[src/rtl/chunk_deserializer.sv]
// chunk_deserializer: rebuilds WIDTH-bit words from CHUNK-bit beats (least-significant chunk first)
// into a valid/ready output register. Define CHUNK_DESERIALIZER_SYNC_CHECK_EN to add the sync_err flag.
module chunk_deserializer #(
  parameter int WIDTH = 8,
  parameter int CHUNK = 2
) (
  input  logic             clk,
  input  logic             rst,
  input  logic             en,
  input  logic             in_valid,
  input  logic             in_first,
  input  logic [CHUNK-1:0] in,
  output logic             in_ready,
  output logic             out_valid,
  input  logic             out_ready,
`ifdef CHUNK_DESERIALIZER_SYNC_CHECK_EN
  output logic             sync_err,
`endif
  output logic [WIDTH-1:0] out
);

  localparam int NCHUNK = WIDTH / CHUNK;
  localparam int CNT_W  = (NCHUNK > 1) ? $clog2(NCHUNK) : 1;
  localparam logic [CNT_W-1:0] LAST_IDX = CNT_W'(NCHUNK - 1);

  generate
    if ((CHUNK < 1) || (WIDTH % CHUNK != 0)) begin : g_bad_params
      $error("chunk_deserializer: WIDTH must be a positive multiple of CHUNK");
    end
  endgenerate

  logic [CNT_W-1:0] cnt_r, cnt_n_s, idx_s;
  logic [WIDTH-1:0] partial_r, partial_n_s, asm_s;
  logic [WIDTH-1:0] out_r, out_n_s;
  logic             out_valid_r, out_valid_n_s;
  logic             in_ready_s, accept_s, consume_s, last_s;
`ifdef CHUNK_DESERIALIZER_SYNC_CHECK_EN
  logic             sync_err_r, sync_err_n_s;
`endif

  // State register: counter, partial word, output register and optional framing flag.
  always_ff @(posedge clk or negedge rst) begin
    if (!rst) begin
      cnt_r       <= {CNT_W{1'b0}};
      partial_r   <= {WIDTH{1'b0}};
      out_r       <= {WIDTH{1'b0}};
      out_valid_r <= 1'b0;
`ifdef CHUNK_DESERIALIZER_SYNC_CHECK_EN
      sync_err_r  <= 1'b0;
`endif
    end else begin
      cnt_r       <= cnt_n_s;
      partial_r   <= partial_n_s;
      out_r       <= out_n_s;
      out_valid_r <= out_valid_n_s;
`ifdef CHUNK_DESERIALIZER_SYNC_CHECK_EN
      sync_err_r  <= sync_err_n_s;
`endif
    end
  end

  // Next-state: place the accepted chunk, advance or wrap the counter, load/drain the output.
  always_comb begin
    accept_s  = in_ready_s & in_valid;
    consume_s = en & out_valid_r & out_ready;
    // A start marker forces index 0 and drops whatever was partially assembled.
    idx_s     = in_first ? {CNT_W{1'b0}} : cnt_r;
    asm_s     = in_first ? {WIDTH{1'b0}} : partial_r;
    asm_s[int'(idx_s) * CHUNK +: CHUNK] = in;
    last_s    = (idx_s == LAST_IDX);

    cnt_n_s     = cnt_r;
    partial_n_s = partial_r;
    out_n_s     = out_r;
    if (accept_s) begin
      if (last_s) begin
        cnt_n_s = {CNT_W{1'b0}};
        out_n_s = asm_s;
      end else begin
        cnt_n_s     = idx_s + CNT_W'(1);
        partial_n_s = asm_s;
      end
    end else begin
      cnt_n_s = cnt_r;
    end

    if (accept_s && last_s) begin
      out_valid_n_s = 1'b1;
    end else if (consume_s) begin
      out_valid_n_s = 1'b0;
    end else begin
      out_valid_n_s = out_valid_r;
    end

`ifdef CHUNK_DESERIALIZER_SYNC_CHECK_EN
    if (en) begin
      sync_err_n_s = accept_s & (in_first != (cnt_r == {CNT_W{1'b0}}));
    end else begin
      sync_err_n_s = sync_err_r;
    end
`endif
  end

  // Outputs: only the final chunk can stall, and only behind an undrained output word.
  always_comb begin
    in_ready_s = en & ((cnt_r != LAST_IDX) | ~out_valid_r | out_ready);
  end

  assign in_ready  = in_ready_s;
  assign out_valid = out_valid_r;
  assign out       = out_r;
`ifdef CHUNK_DESERIALIZER_SYNC_CHECK_EN
  assign sync_err  = sync_err_r;
`endif

endmodule

[config.mk]
export PLATFORM = sky130hd
export DESIGN_NAME = chunk_deserializer
export DESIGN_NICKNAME = d
export VERILOG_FILES = /design/src/rtl/chunk_deserializer.sv
export SDC_FILE = /design/constraint.sdc
export NUM_CORES = 1
export LEC_CHECK = 0
export ABC_CLOCK_PERIOD_IN_PS = 1650
export CORE_AREA = 3 3 41 70
export CTS_CLUSTER_SIZE = 14
export DETAILED_ROUTE_END_ITERATION = 10
export DIE_AREA = 0 0 44 73
export PLACE_DENSITY = 0.71
export SYNTH_ARGS = -nofsm -noshare
export SYNTH_HDL_FRONTEND = slang
export SYNTH_SLANG_ARGS = --single-unit
[constraint.sdc]
create_clock -name clk -period 1.65 [get_ports clk]
set_input_delay 0.33 -clock clk [delete_from_list [all_inputs] [get_ports clk]]
set_output_delay 0.33 -clock clk [all_outputs]
set_load 0.01 [all_outputs]
==> impl_metrics.env, run 1 <==
export IMPL_status="complete, no violations"
export IMPL_hpwl_mm=1.88
export IMPL_path_cells="nand2b_4 > ha_4 > and4bb_4 > a32o_1 > mux2_2"
export IMPL_cp_slowest_stage_delay_ns=0.43
export IMPL_drt_iter0_drc=23
export IMPL_rsz0062_at_grt="yes"
export IMPL_drt_pass1_iterations=4
export IMPL_pre_cts_ws_ns=-0.516
export IMPL_clkLatencyLatePin_ns=0.25
export IMPL_powerDensity_mw_per_mm2=960
export IMPL_antenna_found_initial=0
export IMPL_period_needed_ns=1.62
export IMPL_path_max_fanout=5
export IMPL_synth_top_cell_area_share_pct=44.3
export IMPL_worstSetupPathType="flop to flop"
export IMPL_io_pins=18
export IMPL_clkSlewWorstSetupHoldPaths_ns=0.07
export IMPL_grt_pass1_wl_mm=4.06
export IMPL_setup_viol_count_final=0
export IMPL_dp_cells=141
export IMPL_ys_seq_area_share_pct=44.3
export IMPL_core_mm2=0.00236
export IMPL_startpoint_type="flop"
export IMPL_die_x_um=44
export IMPL_slew_limit_headroom_pct=76.8
export IMPL_fillerInstances=188
export IMPL_ir_drop_v=0.000638
export IMPL_die_y_um=73
export IMPL_crit_path_end_kind="flop"
export IMPL_cp_slowest_cell="dfrtp_2"
export IMPL_htree_num_levels=1
export IMPL_crit_arrival_ns=1.76
export IMPL_gr_total_overflow=0
export IMPL_p_leak_nw=0.677
export IMPL_layout_cells_non_filler=150
export IMPL_drt_wl_total_mm=2.49
export IMPL_root_buffer="clkbuf_8"
export IMPL_post_route_period_util_pct=98.1
export IMPL_syn_area_per_cell_um2=12.8
export IMPL_fin_util_pct=65.5
export IMPL_grt_pass1_vias=960
export IMPL_cts_buffers_inserted=3
export IMPL_yosys_area_top_type="dfrtp_1"
export IMPL_hold_class="input pin to asynchronous set/reset pin"
export IMPL_cts_sinks=19
export IMPL_nNetsFinal=140
export IMPL_synth_cell_area_mm2=0.00107
export IMPL_synthCells=84
export IMPL_slew_violations=0
export IMPL_clock_path_buffers=2
export IMPL_yosysWarnings=0
export IMPL_worst_slack_ns=0.0314
export IMPL_synth_distinct_cells=22
export IMPL_num_vias=883
export IMPL_worstPathRequired_ns=1.79
export IMPL_cts_tree="built"
export IMPL_drc_errors=0
export IMPL_num_rows=23
export IMPL_dieArea_mm2=0.00321
export IMPL_fmax_mhz=618
export IMPL_tightest_slew_ns=0.343
export IMPL_via_per_inst=5.89
export IMPL_ys_ff_latch=19
export IMPL_maxCapViolations=0
export IMPL_drive_above_1_share_pct=43.2
export IMPL_initial_core_util_pct=45.4
export IMPL_finalPower_mw=1.48
export IMPL_yosys_top_cells_area="dfrtp_1, a32o_1, mux2_2"
export IMPL_ant_nets=0
export IMPL_area_delta_synth_final_pct=44.2
export IMPL_syn_nets=98
export IMPL_wire_per_inst_um=16.6
export IMPL_grtUsageTotal_pct=16.7
export IMPL_diodes=0
export IMPL_gp_congestion=0.810
export IMPL_port_buffers=17
export IMPL_finClkSkew_ns=0.00142
export IMPL_grt_max_degree=20
export IMPL_finalHoldViolations=0
[per-stage QoR]
| step | setup TNS [ns] | cell area (um^2) | hold slack, ns |
|---|---|---|---|
| finish | 0 | 1550 | 0.407 |
| detailed placement | -7.37 | 1450 | 0.490 |
| CTS | 0 | 1530 | 0.413 |
| global route | -0.0649 | 1550 | 0.422 |
| global placement | -6.79 | 1450 | 0.479 |
| floorplan | -0.0379 | 1150 | 0.0344 |
[cells in the final DEF (no fill, tap or decap), drive strengths merged]
master and instances:
o2bb2ai 2, nor2 5, clkdlybuf4s50 15, clkbuf 5, nand2b 2, nor4bb 1
o211ai 4, and2 5, clkdlybuf4s15 1, nor3 1, nand2 2, and3b 1
nand4b 3, mux2 10, and4bb 2, a32o 15, nand3 1, dfrtp 19
buf 22, nand4 1, ha 6, inv 2
[kinds of logic after synthesis]
family          after synthesis  synth area share [%]
buf+inv                       4                  1.63
flops                        19                  44.3
mux                          10                  10.5
compound gates               21                  18.4
simple gates                 24                  18.1
fa+ha+maj                     6                  7.00
[synth_stat cells]
library cell  number
nor2_1             5
ha_1               6
nand2b_2           1
buf_2              2
nand4_2            1
mux2_1             1
mux2_2             9
nor3_1             1
dfrtp_1           19
and2_1             5
nand4b_4           1
and3b_1            1
nand3_1            1
and4bb_4           2
nand4b_1           2
nand2b_1           1
o211ai_1           4
a32o_1            15
inv_1              2
o2bb2ai_1          2
nand2_1            2
nor4bb_2           1
[worst paths after layout]
check / start / to / slack, ns / cells after the start
max in group asynchronous: rst / cnt_r[1] / 1.03 / 2
worst min-delay path: rst / out[7] / 0.41 / 2
worst max-delay path: cnt_r[0] / out[2] / 0.03 / 5
worst min register to register: partial_r[6] / partial_r[6] / 0.50 / 1
min in group clk: partial_r[6] / partial_r[6] / 0.50 / 1
worst max register to register: cnt_r[0] / out[2] / 0.03 / 5
[worst max-delay path, delay by kind of cell, from the launching register on]
kind	cells	cell delay [ns]
compound gates	1	0.24
fa+ha+maj	1	0.23
flops	1	0.43
mux	1	0.25
simple gates	2	0.35
[state kept, by name, indices dropped and copies added, names as in the netlist]
register / cells
cnt_r: 2
out_valid: 1
partial_r: 8
out: 8
[power by group]
part           switching (mW)  internal [mW]  leakage, nW  total, mW
logic                   0.269          0.346        0.397      0.615
registers              0.0377          0.515        0.257      0.553
clock network           0.145          0.171       0.0228      0.317
total                   0.452           1.03        0.677       1.48
[layout make-up]
| cell class | count | area, um^2 | share of cell area, % |
|---|---|---|---|
| clock buffers | 4 | 45.0 | 2.91 |
| inverters | 2 | 12.5 | 0.809 |
| multi-input cells | 61 | 649 | 42.0 |
| flip-flops and latches | 19 | 478 | 30.9 |
| well taps | 25 | 31.3 | 2.02 |
| repair buffers | 39 | 330 | 21.4 |
[repair_timing]
item | in CTS | in global routing
setup buffers | 4 | 1
resized for setup | 6 | 5
pin swaps | 1 | 4
setup endpoints to repair | 17 | 11
cloned | 0 | 0
hold buffers | 0 | 0
[layer usage]
layer  vias to the layer above  GRT usage (%)  part of all wire, %
met2                        21           31.5                   54
met3                         6           2.96                  2.5
met5                         -              0                    0
li1                        417              -                    -
met1                       439           17.1                   41
met4                         0           7.05                  2.5
Power figures use the tool's default switching activity.
==> run 2: changes to the inputs <==
--- a/config.mk
+++ b/config.mk
@@ -7,10 +7,12 @@
 export LEC_CHECK = 0
 export ABC_CLOCK_PERIOD_IN_PS = 1650
 export CORE_AREA = 3 3 41 70
+export CTS_CLUSTER_DIAMETER = 200
 export CTS_CLUSTER_SIZE = 14
 export DETAILED_ROUTE_END_ITERATION = 10
 export DIE_AREA = 0 0 44 73
 export PLACE_DENSITY = 0.71
+export SKIP_CTS_REPAIR_TIMING = 1
 export SYNTH_ARGS = -nofsm -noshare
 export SYNTH_HDL_FRONTEND = slang
 export SYNTH_SLANG_ARGS = --single-unit
==> run 2 against run 1 <==
  * Count of clock-buffer cells in the layout stayed put
  * Register-to-register slack worse by 0.02 ns
  * Highest routed layer unchanged
  * Critical path depth stayed put
==> impl_metrics.env, run 2 (synthesis results as in run 1) <==
export IMPL_status="complete, no violations"
export IMPL_fmax_mhz=612
export IMPL_htree_num_levels=1
export IMPL_area_delta_synth_final_pct=44.7
export IMPL_clock_path_buffers=2
export IMPL_grtUsageTotal_pct=16.5
export IMPL_diodes=0
export IMPL_ir_drop_v=0.000632
export IMPL_core_mm2=0.00236
export IMPL_cp_endpoint="out[5]"
export IMPL_die_x_um=44
export IMPL_final_area_mm2=0.00155
export IMPL_num_rows=23
export IMPL_drc_errors=0
export IMPL_r2r_slack_ns=0.02
export IMPL_finalPower_mw=1.47
export IMPL_root_buffer="clkbuf_8"
export IMPL_powerDensity_mw_per_mm2=949
export IMPL_clkLatencyLatePin_ns=0.25
export IMPL_final_common_cell="buf_4"
export IMPL_slew_limit_headroom_pct=76.7
export IMPL_cts_buffers_inserted=3
export IMPL_worstSetupPathType="flop to flop"
export IMPL_crit_arrival_ns=1.77
export IMPL_clkSlewWorstSetupHoldPaths_ns=0.07
export IMPL_die_y_um=73
export IMPL_port_buffers=17
export IMPL_cts_tree="built"
export IMPL_r2r_cells=5
export IMPL_dieArea_mm2=0.00321
export IMPL_fillerInstances=188
export IMPL_via_per_inst=5.91
export IMPL_finClkSkew_ns=0.00161
export IMPL_io_pins=18
export IMPL_num_vias=874
export IMPL_dpl_cell_area_mm2=0.00145
export IMPL_fin_util_pct=65.7
export IMPL_rr_endpoint="out[5]"
export IMPL_maxCapViolations=0
export IMPL_grt_max_degree=20
export IMPL_worst_slack_ns=0.0155
export IMPL_reg2reg_from="cnt_r[1]"
export IMPL_wire_per_inst_um=16.9
export IMPL_rsz0062_at_grt="yes"
export IMPL_setup_viol_count_final=0
export IMPL_drive_above_1_share_pct=41.5
export IMPL_ant_nets=0
export IMPL_finalHoldViolations=0
export IMPL_crit_path_end_kind="flop"
export IMPL_path_max_fanout=5
export IMPL_mostFrequentLayoutCells="buf_4, dfrtp_1, a32o_1, clkdlybuf4s50_1, mux2_2"
export IMPL_drt_pass1_iterations=4
export IMPL_crit_start="cnt_r[1]"
export IMPL_register_area_um2=478
export IMPL_layout_cells_non_filler=148
export IMPL_gr_total_overflow=0
export IMPL_initial_core_util_pct=45.4
export IMPL_antenna_found_initial=0
export IMPL_hpwl_mm=1.88
export IMPL_gp_congestion=0.810
export IMPL_drt_wl_total_mm=2.50
export IMPL_slew_violations=0
export IMPL_hold_class="input pin to asynchronous set/reset pin"
export IMPL_period_needed_ns=1.63
export IMPL_worstPathRequired_ns=1.79
export IMPL_grt_pass1_wl_mm=4.03
export IMPL_pre_cts_ws_ns=-0.516
export IMPL_grt_pass1_vias=944
export IMPL_cts_sinks=19
export IMPL_p_leak_nw=0.687
export IMPL_tightest_slew_ns=0.344
export IMPL_post_route_period_util_pct=99.1
export IMPL_finalSetupTns_ns=0
export IMPL_multi_input_area_um2=659
export IMPL_finalHoldWorstSlack_ns=0.409
export IMPL_startpoint_type="flop"
export IMPL_nNetsFinal=138
export IMPL_dp_cells=141
export IMPL_drt_iter0_drc=23
==> run 2: cell types whose count changed in the layout (fill, tap and decap cells not counted), sizes merged <==
| cell | delta |
|---|---|
| buf | -2 |
| clkdlybuf4s15 | -1 |
| clkbuf | -1 |
| dlymetal6s2s | +2 |
==> run 2: routing by layer <==
| metal | routed length, um | track usage [%] | vias to the layer above | share of wire [%] |
|---|---|---|---|---|
| met5 | 0 | 0 | - | 0 |
| met4 | 78 | 7.05 | 0 | 3.1 |
| met3 | 82 | 2.96 | 8 | 3.3 |
| met2 | 1330 | 30.8 | 27 | 53 |
| met1 | 1010 | 17.1 | 425 | 40 |
| li1 | - | - | 414 | - |
==> run 2: worst min path at each step <==
stage               depth (start not counted)  slack (ns)      endpoint
floorplan                                   0        0.03      cnt_r[0]
global placement                            1        0.48  partial_r[0]
detailed placement                          1        0.49  partial_r[2]
CTS                                         2        0.41  partial_r[7]
global route                                2        0.42  partial_r[7]
finish                                      2        0.41        out[7]
==> run 2: critical path, stage by stage (launching register included) <==
cell and delay [ns]:
dfrtp_2 0.43, nand2b_4 0.14, ha_4 0.23, and4bb_4 0.22, a32o_1 0.25, mux2_2 0.25
==> run 2: area by class of cell <==
type                            count  share of cell area, %
Multi-Input combinational cell     61                   42.5
Inverter                            2                  0.806
Tap cell                           25                   2.02
Clock buffer                        4                   2.90
Sequential cell                    19                   30.8
Timing Repair Buffer               37                   21.0
==> run 2: where the power goes <==
group          internal [mW]  leakage (nW)  switching (mW)  total, mW
Sequential             0.515         0.257          0.0412      0.556
Combinational          0.330         0.407           0.269      0.599
Clock                  0.171        0.0228           0.145      0.317
Total                   1.02         0.687           0.456       1.47
